`src/rtl/result_mem_pkg.sv`:
```
// Shared types and defaults for the result memory controller and its arbiter.
package result_mem_pkg;

  localparam int ADDR_W_DEF = 4;
  localparam int DATA_W_DEF = 16;

  typedef enum logic [2:0] {
    IDLE    = 3'd0,
    ISSUE   = 3'd1,
    CAPTURE = 3'd2,
    RESP    = 3'd3,
    CLEAR   = 3'd4
  } state_t;

  typedef enum logic {
    WRITE = 1'b0,
    READ  = 1'b1
  } grant_t;

endpackage

```
`src/rtl/rr_arb2.sv`:
```
// Two-input round-robin arbiter: on contention the side that did not win last time is granted.
module rr_arb2
  import result_mem_pkg::*;
(
  input  logic clk,
  input  logic rst,
  input  logic req_wr,
  input  logic req_rd,
  input  logic xfer,
  output logic gnt_wr,
  output logic gnt_rd
);

  grant_t last_grant;

  always_comb begin
    gnt_wr = req_wr && (!req_rd || (last_grant == READ));
    gnt_rd = req_rd && (!req_wr || (last_grant == WRITE));
  end

  // Reset to READ so the first contended grant goes to the write side.
  always_ff @(posedge clk or posedge rst) begin
    if (rst) begin
      last_grant <= READ;
    end else if (xfer) begin
      last_grant <= gnt_wr ? WRITE : READ;
    end
  end

endmodule

```
`src/rtl/result_mem_ctrl.sv`:
```
// Shares the result memory between the compute writer and the readout reader, sequences the
// registered one-cycle memory read, returns data on a valid/ready channel and runs a clear sweep.
module result_mem_ctrl
  import result_mem_pkg::*;
#(
  parameter int ADDR_W = ADDR_W_DEF,
  parameter int DATA_W = DATA_W_DEF
) (
  input  logic              clk,
  input  logic              rst,
  input  logic              clr_req,
  output logic              clr_done,
  input  logic              wr_valid,
  output logic              wr_ready,
  input  logic [ADDR_W-1:0] wr_addr,
  input  logic [DATA_W-1:0] wr_data,
  input  logic              rd_valid,
  output logic              rd_ready,
  input  logic [ADDR_W-1:0] rd_addr,
  output logic              rsp_valid,
  input  logic              rsp_ready,
  output logic [DATA_W-1:0] rsp_data,
  output logic [ADDR_W-1:0] mem_addr,
  output logic [DATA_W-1:0] mem_wdata,
  output logic              mem_we,
  input  logic [DATA_W-1:0] mem_rdata,
  output logic              busy
);

  localparam int DEPTH = 2 ** ADDR_W;
  localparam logic [ADDR_W:0] LAST_CNT = (ADDR_W + 1)'(DEPTH - 1);

  // Handshakes: a request transfers on a cycle where its valid and ready are both high; a
  // response transfers on a cycle where rsp_valid and rsp_ready are both high. Ready is only
  // offered in IDLE with no clear pending, and only to the arbiter's granted side.

  state_t state_q, state_d;
  logic [ADDR_W-1:0] addr_q, addr_d;
  logic [DATA_W-1:0] wdata_q, wdata_d;
  logic              we_q, we_d;
  logic              rsp_valid_q, rsp_valid_d;
  logic [DATA_W-1:0] rsp_data_q, rsp_data_d;
  logic              clr_done_q, clr_done_d;
  logic [ADDR_W:0]   cnt_q, cnt_d;

  logic open_q;
  logic gnt_wr, gnt_rd;

  assign open_q   = (state_q == IDLE) && !clr_req;
  assign wr_ready = open_q && gnt_wr;
  assign rd_ready = open_q && gnt_rd;

  rr_arb2 u_arb (
    .clk    (clk),
    .rst    (rst),
    .req_wr (wr_valid),
    .req_rd (rd_valid),
    .xfer   (wr_ready || rd_ready),
    .gnt_wr (gnt_wr),
    .gnt_rd (gnt_rd)
  );

  always_comb begin
    state_d     = state_q;
    addr_d      = addr_q;
    wdata_d     = wdata_q;
    we_d        = we_q;
    rsp_valid_d = rsp_valid_q;
    rsp_data_d  = rsp_data_q;
    clr_done_d  = 1'b0;
    cnt_d       = cnt_q;
    case (state_q)
      IDLE: begin
        if (clr_req) begin
          cnt_d   = '0;
          addr_d  = '0;
          wdata_d = '0;
          we_d    = 1'b1;
          state_d = CLEAR;
        end else if (wr_ready) begin
          addr_d  = wr_addr;
          wdata_d = wr_data;
          we_d    = 1'b1;
          state_d = ISSUE;
        end else if (rd_ready) begin
          addr_d  = rd_addr;
          we_d    = 1'b0;
          state_d = ISSUE;
        end
      end
      // mem_we distinguishes a write from a read while the memory samples.
      ISSUE: begin
        if (we_q) begin
          we_d    = 1'b0;
          state_d = IDLE;
        end else begin
          state_d = CAPTURE;
        end
      end
      CAPTURE: begin
        rsp_data_d  = mem_rdata;
        rsp_valid_d = 1'b1;
        state_d     = RESP;
      end
      RESP: begin
        if (rsp_ready) begin
          rsp_valid_d = 1'b0;
          state_d     = IDLE;
        end
      end
      CLEAR: begin
        if (cnt_q == LAST_CNT) begin
          we_d       = 1'b0;
          clr_done_d = 1'b1;
          state_d    = IDLE;
        end else begin
          cnt_d  = cnt_q + (ADDR_W + 1)'(1);
          addr_d = addr_q + ADDR_W'(1);
        end
      end
      default: state_d = IDLE;
    endcase
  end

  always_ff @(posedge clk or posedge rst) begin
    if (rst) begin
      state_q     <= IDLE;
      addr_q      <= '0;
      wdata_q     <= '0;
      we_q        <= 1'b0;
      rsp_valid_q <= 1'b0;
      rsp_data_q  <= '0;
      clr_done_q  <= 1'b0;
      cnt_q       <= '0;
    end else begin
      state_q     <= state_d;
      addr_q      <= addr_d;
      wdata_q     <= wdata_d;
      we_q        <= we_d;
      rsp_valid_q <= rsp_valid_d;
      rsp_data_q  <= rsp_data_d;
      clr_done_q  <= clr_done_d;
      cnt_q       <= cnt_d;
    end
  end

  assign mem_addr  = addr_q;
  assign mem_wdata = wdata_q;
  assign mem_we    = we_q;
  assign rsp_valid = rsp_valid_q;
  assign rsp_data  = rsp_data_q;
  assign clr_done  = clr_done_q;
  assign busy      = (state_q != IDLE);

endmodule

```
`config.mk`:
```
export PLATFORM = sky130hd
export DESIGN_NAME = result_mem_ctrl
export DESIGN_NICKNAME = d
export VERILOG_FILES = /design/src/rtl/result_mem_pkg.sv /design/src/rtl/rr_arb2.sv /design/src/rtl/result_mem_ctrl.sv
export SDC_FILE = /design/constraint.sdc
export NUM_CORES = 1
export LEC_CHECK = 0
export CORE_ASPECT_RATIO = 0.8
export CORE_MARGIN = 4
export CORE_UTILIZATION = 38
export DETAILED_ROUTE_END_ITERATION = 16
export PLACE_DENSITY = 0.78
export SETUP_SLACK_MARGIN = 0.02
export SKIP_LAST_GASP = 1
export SLEW_MARGIN = 20
export SYNTH_ARGS = -nofsm -noshare
export SYNTH_HDL_FRONTEND = slang
export SYNTH_SLANG_ARGS = --single-unit
```
`constraint.sdc`:
```
create_clock -name clk -period 1.7 [get_ports clk]
set_input_delay 0.255 -clock clk [delete_from_list [all_inputs] [get_ports clk]]
set_output_delay 0.255 -clock clk [all_outputs]
set_load 0.01 [all_outputs]
```
Word level (Yosys, flattened, before mapping)

Index checks and enable logic that the tools add are counted.

Input bits: 46
Memories: 0
RAM bits: 0
Output and inout bits: 42
Latch bits: 0
Bits in registers: 48
Bits in read-only memories: 0
Logic and storage cells: 72

$add $sub $neg: 2
Shifts and indexed selects: 0
Equality and inequality tests: 10
Divide/modulo/power cells: 0
$lt $le $gt $ge: 0
Reductions and logical operators: 23
$mul: 0
Mux-type cells: 27
Bitwise gates (word level): 1

Operator list:

| operator                                                              | count |
|---|---|
| 16-bit 2-to-1 mux                                                     | 2 |
| 4-bit 2-to-1 mux                                                      | 4 |
| 3-bit 2-to-1 mux                                                      | 5 |
| 3-bit one-hot mux with 5 select lines                                 | 1 |
| 3-bit AND reduction                                                   | 4 |
| 5-bit 2-to-1 mux                                                      | 2 |
| 5-bit one-hot mux with 2 select lines                                 | 1 |
| 1-bit 2-to-1 mux                                                      | 8 |
| 2-bit inequality test, second input constant                          | 4 |
| 4-bit one-hot mux with 2 select lines                                 | 1 |
| 3-bit by 2-bit equality test with 1-bit output, second input constant | 2 |
| 2-bit nonzero test                                                    | 3 |
| 3-bit nonzero test                                                    | 2 |
| 5-bit by 1-bit adder with 5-bit output, second input constant         | 1 |
| 5-bit by 4-bit equality test with 1-bit output, second input constant | 1 |
| 1-bit logical AND                                                     | 5 |
| 4-bit by 1-bit adder with 4-bit output, second input constant         | 1 |
| 4-bit inequality test, second input constant                          | 1 |
| 2-bit AND reduction                                                   | 2 |
| 3-bit by 1-bit equality test with 1-bit output, second input constant | 1 |
| 3-bit equality test, second input constant                            | 1 |
| 1-bit zero test                                                       | 3 |
| 3-bit zero test                                                       | 1 |
| 1-bit logical OR                                                      | 3 |
| other kinds (4)                                                       | 4 |

Depth between registers and ports, before layout

Gate-level depths: netlist of run 1.

Word-level depth: 8
Gate-level depth with buffers: 8
Mapped depth without buffers: 7

Hierarchy

Synthesis of run 1 repeated with hierarchy kept, for this count alone.

Cell total of the unflattened synthesis: 174
Area total of the unflattened synthesis: 2127.0 µm²

By module, submodules not included:

| module          | sequential area each (µm²) | cells each | area each (µm²) | times used |
|---|---|---|---|---|
| result_mem_ctrl | 1176.1                     | 167        | 2065.7          | 1 |
| rr_arb2         | 26.3                       | 7          | 61.3            | 1 |

Worst setup path after synthesis of run 1

Ideal clock, no wire load.

Path kind: reg2reg
Start: register cnt_q[0]
End: register addr_q[3] (netlist: mem_addr[3])
Library setup time: 0.091 ns
Period minus slack after synthesis: 1.777 ns
Arrival: 1.686 ns
Setup slack: -0.077 ns
Path buffers: 1
Stages on the path, launching flop included: 9
Cells stage by stage: dfrtp_1 -> ha_1 -> and3_1 -> ha_1 -> clkbuf_1 -> nand4b_1 -> nor3_1 -> a21oi_1 -> o221ai_1

Cells in the longest elaborated chain, start to end: 3

RTL lines:

| item                                           | RTL line               | RTL |
|---|---|---|
| start: declaration                             | result_mem_ctrl.sv:44  | `logic [ADDR_W:0] cnt_q, cnt_d;` |
| start signal: assignment                       | result_mem_ctrl.sv:143 | `cnt_q <= cnt_d;` |
| 5-bit by 4-bit equality test with 1-bit output | result_mem_ctrl.sv:112 | `if (cnt_q == LAST_CNT) begin` |
| 2-bit inequality test (no line)                | n/a                    |  |
| 3-bit AND reduction (no line)                  | n/a                    |  |
| end signal: assignment                         | result_mem_ctrl.sv:137 | `addr_q <= addr_d;` |
| end: declaration                               | result_mem_ctrl.sv:38  | `logic [ADDR_W-1:0] addr_q, addr_d;` |

No other way between the ends.
A chain may end at the register's enable or synchronous reset.

Worst setup path in the final report of run 1

Start: register cnt_q[1]
End: register addr_q[2] (netlist: mem_addr[2])

The elaborated chain is that of the path after synthesis.

==> flow_summary.json, run 1 <==
{
  "outcome": "finished clean",
  "timing.slew.headroom_pct": 80.2,
  "die_w_um": 91.7,
  "whs_ns": 0.159,
  "floorplan.die_area_um2": 6880,
  "crit_arrival_ns": 1.87,
  "endpoint_kind": "register",
  "power_frac_clock_pct": 13.8,
  "dr_total_vias": 1750,
  "postLayoutCellArea_um2": 3350,
  "min_path_type": "input pin to asynchronous set/reset pin",
  "ys_async_sr_fraction_pct": 100,
  "n_antenna_cell": 0,
  "dp_slack_ns": -0.256,
  "grt_usage_pct": 15.9,
  "die-height_um": 75.0,
  "initial_core_util_pct": 39.2,
  "overflow": 0,
  "top_layer_used": "met4",
  "ir_drop_v": 0.000753,
  "numPortBuffers": 87,
  "vias_per_cell": 4.89,
  "clock-sinks": 48,
  "ctsHoldBuffers": 0,
  "pwr-share-seq_pct": 38.3,
  "ys.flop_type": "dfrtp_1",
  "rsz0062_at_grt": "yes",
  "sw_frac_of_total_pct": 33.1,
  "grt_pass1_vias": 1813,
  "min_period_over_period_pct": 99.7,
  "fin_crit_ns": 1.69,
  "cap_violations": 0,
  "drtIter0Drc": 77,
  "finalHoldViolCount": 0,
  "p_int_uw": 3540,
  "drc": 0,
  "core_area_um2": 5440,
  "clock_skew_ns": 0.00880,
  "ctsRootBufferMaster": "clkbuf_8",
  "reg2regPathDepth": 7,
  "antenna_found_initial": 0,
  "cp-start-kind": "register",
  "required_ns": 1.87,
  "ys_types": 38,
  "placed_area_um2": 3220,
  "max_freq_ghz": 0.590,
  "syn_area_per_cell_um2": 12.3,
  "setup_slack_ns": 0.00592,
  "wl_per_cell_um": 15.3,
  "synthCells": 174,
  "p_leak_uw": 0.00146,
  "cts_tree": "yes",
  "wl_met2_um": 2460,
  "critical_path_peak_fanout": 6,
  "route.layer.met1.wl_um": 2530,
  "dp_hpwl_um": 4020,
  "synth_warnings": 0,
  "numCtsBuffers": 5,
  "clock_latency_ns": 0.30,
  "synth-edff-count": 0,
  "tightest_slew_ns": 0.297,
  "synth.area.top_cells": "dfrtp_1 (55%), mux2_2 (7.9%), a22o_1 (7.0%), nand2_1 (2.6%), mux2i_1 (2.3%)",
  "powerDensity_nw_per_um2": 1580,
  "ys_ff_latch": 48,
  "routed_wl_um": 5490,
  "route.antenna.remaining_nets": 0,
  "ys_seq_area_share_pct": 56.4,
  "synthesis.area_um2": 2130,
  "place.gp.congestion": 0.837,
  "drive_gt1_share_pct": 21.4,
  "areaGrowthSynthToFinish_pct": 57.0,
  "core.rowCount": 24,
  "p_sw_uw": 1750,
  "yosysTopAreaCellShare_pct": 55.2,
  "synth_top_area_cell": "dfrtp_1",
  "path_class": "register to register",
  "htreeDepth": 2,
  "finalMaxSlewViolations": 0,
  "wl_met3_um": 471,
  "clkTransAtPathRegs_ns": 0.09,
  "io_pins": 88,
  "finalSetupViolations": 0,
  "first_pass_iters": 4,
  "clockBufferDepth": 2,
  "grt_first_pass_wirelength_um": 8610,
  "fin_nets": 328,
  "syn_nets": 223,
  "comb_power_share_pct": 47.9,
  "grt_max_degree": 43
}
-- flip-flops by register name (all words and copies together) (netlist names) --
name / cells
mem_wdata: 16
rsp_data: 16
cnt_q: 5
mem_addr: 4
state_q: 3
clr_done: 1
mem_we: 1
rsp_valid: 1
u_arb.last_grant: 1
-- per-layer routing --
metal  global-route usage, %  vias up
li1                        -      845
met1                    20.7      840
met2                    25.5       61
met3                    5.89        4
met4                    4.28        0
met5                       0        -
-- worst paths after layout --
path,from,to,slack (ns)
min in group clk,rsp_valid,rsp_valid,0.48
min,rst,rsp_data[12],0.16
min reg2reg,rsp_valid,rsp_valid,0.48
max reg2reg,cnt_q[1],mem_addr[2],0.006
max in group asynchronous,rst,u_arb.last_grant,1.02
max,cnt_q[1],mem_addr[2],0.006
-- worst max-delay path: stages (launching register included) --
cell and delay [ns]:
dfrtp_1 0.39, ha_2 0.19, and3_4 0.18, ha_4 0.18
clkbuf_2 0.15, nor2b_1 0.15, mux2i_1 0.20, o221ai_1 0.12
-- cell usage in the layout (no fill, tap or decap), types with 3 or more instances in the layout --
master,netlist,final
nor2_1,4,4
o221ai_1,4,4
o21ai_2,1,3
mux2i_1,5,5
clkbuf_8,0,6
nand2_1,15,15
inv_1,8,7
nor2b_1,3,3
o21ai_0,7,5
buf_12,0,3
a21oi_1,6,6
nand4b_1,3,3
mux2_2,15,15
a22o_1,17,17
dfrtp_1,47,47
o21bai_1,3,3
buf_4,1,16
clkdlybuf4s50_1,0,84
-- through the flow --
step	utilization [%]	total power, uW	cells	setup TNS, ns
2_1_floorplan	-	2780	174	-0.00336
3_3_place_gp	59.2	4460	348	-1.12
3_5_place_dp	59.2	4530	348	-1.35
4_1_cts	61.3	5320	357	-0.145
5_1_grt	61.6	5640	358	-0.270
6_report	61.6	5280	358	0
-- Yosys cell counts, types with 2 or more instances --
| master | number |
|---|---|
| mux2i_1 | 5 |
| ha_1 | 3 |
| buf_2 | 3 |
| nor3_1 | 3 |
| nor3_4 | 2 |
| o221ai_1 | 4 |
| inv_1 | 8 |
| dfrtp_1 | 47 |
| a21oi_1 | 6 |
| nor2_1 | 4 |
| nand2_1 | 15 |
| o21ai_0 | 7 |
| nand4b_1 | 3 |
| nor2b_1 | 3 |
| o21bai_1 | 3 |
| and3_1 | 3 |
| a21o_1 | 2 |
| buf_6 | 3 |
| a22o_1 | 17 |
| mux2_2 | 15 |
-- timing repair --
item / in CTS / in global routing
pin swaps: 6 / 5
resized for setup: 16 / 3
endpoints found under the setup margin: 6 / 10
buffers inserted: 1 / 1
-- power by group through the flow --
stage                     clock [uW]  sequential (uW)  combinational [uW]
after global placement             0             2010                2450
after global routing             798             2100                2750
after CTS                        751             2020                2550
final                            728             2030                2530
after floorplan                    0             2010                 767
after detailed placement           0             2030                2500
-- cells by family after synthesis --
| kind of cell | Yosys count | share of synthesized area, % |
|---|---|---|
| simple gates | 41 | 11.0 |
| fa+ha+maj | 3 | 1.76 |
| flops | 48 | 56.4 |
| compound gates | 43 | 15.0 |
| buf+inv | 18 | 5.10 |
| mux | 21 | 10.8 |
-- area by class of cell --
type | instances | area, um^2
Inverter | 9 | 33.8
Clock buffer | 6 | 82.6
Multi-Input combinational cell | 108 | 866
Sequential cell | 48 | 1200
Timing Repair Buffer | 107 | 1050
Clock inverter | 2 | 13.8
Tap cell | 78 | 97.6
Fill cell | 438 | 2090
(Power assumes the default switching activity.)
==> run 2, diff against run 1 <==
--- a/config.mk
+++ b/config.mk
@@ -9,6 +9,7 @@
 export CORE_MARGIN = 4
 export CORE_UTILIZATION = 38
 export DETAILED_ROUTE_END_ITERATION = 16
+export MAX_ROUTING_LAYER = met4
 export PLACE_DENSITY = 0.78
 export SETUP_SLACK_MARGIN = 0.02
 export SKIP_LAST_GASP = 1
==> flow_summary.json, run 2 (same netlist as run 1, synthesis figures left out) <==
{
  "power_frac_clock_pct": 13.7,
  "r2r-end": "mem_addr[2]",
  "finalHoldViolCount": 0,
  "worstReg2RegStart": "cnt_q[1]",
  "antenna_found_initial": 0,
  "initial_core_util_pct": 39.2,
  "io_pins": 88,
  "crit_family": "flip-flops",
  "die-height_um": 75.0,
  "clock_skew_ns": 0.00862,
  "comb_power_share_pct": 47.9,
  "core_area_um2": 5440,
  "placed_area_um2": 3220,
  "powerDensity_nw_per_um2": 1580,
  "areaGrowthSynthToFinish_pct": 57.0,
  "htreeDepth": 2,
  "path_class": "register to register",
  "crit_arrival_ns": 1.87,
  "setup_slack_ns": 0.00386,
  "fin_total_pwr_uw": 5290,
  "mostFrequentLayoutCells": "clkdlybuf4s50_1 (84), dfrtp_1 (47), a22o_1 (17)",
  "p_sw_uw": 1750,
  "cp-start-kind": "register",
  "drive_gt1_share_pct": 21.4,
  "tightest_slew_ns": 0.285,
  "sw_frac_of_total_pct": 33.1,
  "r2r_setup_slack_ns": 0.004,
  "n_antenna_cell": 0,
  "clkTransAtPathRegs_ns": 0.09,
  "clockBufferDepth": 2,
  "ctsHoldBuffers": 0,
  "pwr-share-seq_pct": 38.4,
  "crit_path_cell_trace": "ha_2, and3_4, ha_4, clkbuf_2, nor2b_1, mux2i_1, o221ai_1",
  "first_pass_iters": 4,
  "max_freq_ghz": 0.590,
  "ir_drop_v": 0.000753,
  "overflow": 0,
  "min_period_over_period_pct": 99.8,
  "postLayoutCellArea_um2": 3350,
  "stdcell_count": 358,
  "drtIter0Drc": 71,
  "dpl.cell_count": 348,
  "reg2regPathDepth": 7,
  "place.gp.congestion": 0.850,
  "routed_wl_um": 5490,
  "grt_first_pass_wirelength_um": 8610,
  "endpoint_kind": "register",
  "core.rowCount": 24,
  "dp_hpwl_um": 4020,
  "outcome": "finished clean",
  "die_w_um": 91.7,
  "cts_tree": "yes",
  "finalMaxSlewViolations": 0,
  "cap_violations": 0,
  "p_int_uw": 3540,
  "crit_buf_inv": 1,
  "slowest_stage": "dfrtp_1",
  "clock_latency_ns": 0.30,
  "fin_nets": 328,
  "vias_per_cell": 4.88,
  "dp_slack_ns": -0.256,
  "setup_tns_ns": 0,
  "numCtsBuffers": 5,
  "critical_path_peak_fanout": 6,
  "rsz0062_at_grt": "yes",
  "p_leak_uw": 0.00146,
  "slowest_delay_ns": 0.39,
  "final_common_cell": "clkdlybuf4s50_1",
  "grt_usage_pct": 16.5,
  "grt_pass1_vias": 1816,
  "wl_per_cell_um": 15.3,
  "timing.slew.headroom_pct": 81.0,
  "clock-sinks": 48,
  "ctsRootBufferMaster": "clkbuf_8",
  "numPortBuffers": 87,
  "required_ns": 1.87,
  "min_path_type": "input pin to asynchronous set/reset pin",
  "finalSetupViolations": 0,
  "drc": 0,
  "dr_total_vias": 1747,
  "route.antenna.remaining_nets": 0,
  "fin_crit_ns": 1.70,
  "floorplan.die_area_um2": 6880,
  "grt_max_degree": 43
}
run 2: cell counts in the layout (fill, tap and decap cells not counted):
No cell type changed its count.
run 2: power groups by stage:
stage / Sequential [uW] / Clock [uW] / Combinational (uW)
after floorplan: 2010 / 0 / 767
after global placement: 2010 / 0 / 2450
after detailed placement: 2030 / 0 / 2500
after CTS: 2020 / 751 / 2550
after global routing: 2100 / 801 / 2740
final: 2030 / 725 / 2530
run 2: what timing repair did:
item | in CTS | in global routing
cloned | 0 | 0
buffers inserted | 1 | 1
pin swaps | 6 | 5
gates resized for setup | 16 | 3
setup endpoints to repair | 6 | 10
run 2: cell type report:
| type | instances | area, um^2 |
|---|---|---|
| clock inverters | 2 | 13.8 |
| fillers | 438 | 2090 |
| multi-input cells | 108 | 866 |
| flip-flops and latches | 48 | 1200 |
| repair buffers | 107 | 1050 |
| clock buffers | 6 | 82.6 |
| well taps | 78 | 97.6 |
| inverters | 9 | 33.8 |
run 2: worst max path at each step:
stage               start           to  slack [ns]  cells past startpoint
2_1_floorplan    cnt_q[0]  mem_addr[3]      -0.003                      8
3_3_place_gp      clr_req     rd_ready       -0.23                      4
3_5_place_dp      clr_req     rd_ready       -0.26                      4
4_1_cts        state_q[1]     rd_ready       -0.09                      4
5_1_grt        state_q[1]     wr_ready       -0.07                      4
6_report         cnt_q[1]  mem_addr[2]       0.004                      7
run 2: routing by layer:
layer	GRT usage, %	share of wire, %	up-vias
li1	-	-	845
met1	21.6	48	839
met2	25.5	45	59
met3	5.09	6.5	4
met4	3.79	0.42	0
met5	-	0	-
run 2: metrics by stage:
stage	hold slack, ns	util [%]
final	0.159	61.6
after CTS	0.155	61.3
after floorplan	0.390	-
after global placement	0.459	59.2
after detailed placement	0.468	59.2
after global routing	0.164	61.6
==> run 3, diff against run 2 <==
==> constraint.sdc (replaced) <==
create_clock -name clk -period 1.7 [get_ports clk]
set_input_delay 0.425 -clock clk [delete_from_list [all_inputs] [get_ports clk]]
set_output_delay 0.425 -clock clk [all_outputs]
set_load 0.01 [all_outputs]
==> flow_summary.json, run 3 (same netlist as run 1, synthesis figures left out) <==
{
  "clock-sinks": 48,
  "grt_first_pass_wirelength_um": 8720,
  "ctsRootBufferMaster": "clkbuf_8",
  "drtIter0Drc": 60,
  "pwr-share-seq_pct": 36.9,
  "sw_frac_of_total_pct": 32.8,
  "initial_core_util_pct": 39.2,
  "cts_tree": "yes",
  "place.gp.congestion": 0.746,
  "die-height_um": 75.0,
  "n_antenna_cell": 0,
  "drive_gt1_share_pct": 26.8,
  "routed_wl_um": 5570,
  "endpoint_kind": "primary output",
  "r2r-end": "mem_addr[0]",
  "postLayoutCellArea_um2": 3490,
  "antenna_found_initial": 0,
  "finalSetupViolations": 3,
  "floorplan.die_area_um2": 6880,
  "min_period_over_period_pct": 109,
  "violations": "setup timing",
  "grt_pass1_vias": 1848,
  "clockBufferDepth": 2,
  "numPortBuffers": 87,
  "critical_path_peak_fanout": 3,
  "grt_usage_pct": 16.5,
  "multi_input_area_um2": 908,
  "overflow": 0,
  "ff_latch_area_um2": 1200,
  "rsz0062_at_grt": "yes",
  "htreeDepth": 2,
  "worstReg2RegStart": "cnt_q[1]",
  "fin_crit_ns": 1.85,
  "power_frac_clock_pct": 12.8,
  "r2r_setup_slack_ns": -0.01,
  "dp_slack_ns": -0.579,
  "finalHoldViolCount": 0,
  "mostFrequentLayoutCells": "clkdlybuf4s50_1 (74), dfrtp_1 (45), buf_4 (28)",
  "cap_violations": 0,
  "whs_ns": 0.333,
  "areaGrowthSynthToFinish_pct": 63.7,
  "p_int_uw": 3650,
  "grt_max_degree": 25,
  "final_common_cell": "clkdlybuf4s50_1",
  "clkTransAtPathRegs_ns": 0.08,
  "min_path_type": "input pin to asynchronous set/reset pin",
  "comb_power_share_pct": 50.3,
  "required_ns": 1.27,
  "n_fill_cell": 449,
  "final_util_pct": 64.2,
  "route.antenna.remaining_nets": 0,
  "timing.slew.headroom_pct": 84.0,
  "crit_arrival_ns": 1.42,
  "reg2regPathDepth": 7,
  "drc": 0,
  "core_area_um2": 5440,
  "vias_per_cell": 4.86,
  "first_pass_iters": 4,
  "fin_nets": 339,
  "dr_total_vias": 1795,
  "dp_hpwl_um": 4040,
  "clock_latency_ns": 0.29,
  "path_class": "register to primary output",
  "tightest_slew_ns": 0.239,
  "outcome": "finished with violations",
  "io_pins": 88,
  "numCtsBuffers": 5,
  "p_leak_uw": 0.00160,
  "cp-start-kind": "register",
  "max_freq_ghz": 0.541,
  "powerDensity_nw_per_um2": 1560,
  "wl_per_cell_um": 15.1,
  "placed_area_um2": 3250,
  "setup_slack_ns": -0.148,
  "p_sw_uw": 1780,
  "die_w_um": 91.7,
  "ir_drop_v": 0.000819,
  "clock_skew_ns": 0.00332,
  "finalMaxSlewViolations": 0,
  "core.rowCount": 24
}
==> run 3: cell count changes in the layout (fill, tap and decap cells not counted), moves of 3 or more <==
cell and delta:
buf_4 +12, clkdlybuf4s50_1 -10, dlymetal6s2s_1 +7, dlygate4sd2_1 +3
==> run 3: worst max path at each step <==
stage	startpoint	to	slack (ns)	depth (start not counted)
detailed placement	clr_req	rd_ready	-0.58	4
floorplan	state_q[0]	wr_ready	-0.04	7
CTS	state_q[1]	rd_ready	-0.22	4
global route	state_q[1]	rd_ready	-0.22	4
finish	state_q[1]	rd_ready	-0.15	4
global placement	clr_req	rd_ready	-0.56	4
==> run 3: layer usage <==
| metal | share of wire [%] | track usage (%) |
|---|---|---|
| met1 | 45 | 21.5 |
| met2 | 46 | 25.3 |
| met3 | 8.7 | 5.69 |
| met4 | 0.68 | 3.95 |
| met5 | 0 | - |
==> run 3: critical path: stages (launching register included) <==
cell and delay (ns):
dfrtp_1 0.39, or2_4 0.27, nor3_4 0.16, and3_4 0.22
buf_6 0.10
==> run 3: final cells by class <==
class                           instances  area share (%)
Sequential cell                        48            34.5
Timing Repair Buffer                  118            33.0
Multi-Input combinational cell        108            26.0
Tap cell                               78            2.80
Clock buffer                            7            2.47
Inverter                                9           0.968
Clock inverter                          1           0.215
==> run 3: per-stage QoR <==
step,instances,TNS (ns),total power [uW]
5_1_grt,369,-0.612,5820
2_1_floorplan,174,-0.0510,2770
6_report,369,-0.297,5430
3_5_place_dp,354,-5.78,4570
4_1_cts,368,-0.417,5380
3_3_place_gp,354,-5.04,4500
==> run 3: repair_timing <==
item / 4_1_cts / 5_1_grt
gates resized for setup: 25 / 25
gates cloned: 0 / 0
hold buffers: 0 / 0
setup endpoints to repair: 13 / 16
pin swaps: 3 / 6
setup buffers: 7 / 1
==> run 3: power by group through the flow <==
stage / combinational, uW / clock (uW) / sequential (uW)
2_1_floorplan: 756 / 0 / 2010
3_3_place_gp: 2490 / 0 / 2010
3_5_place_dp: 2530 / 0 / 2040
4_1_cts: 2660 / 729 / 2000
5_1_grt: 2980 / 776 / 2070
6_report: 2730 / 693 / 2000
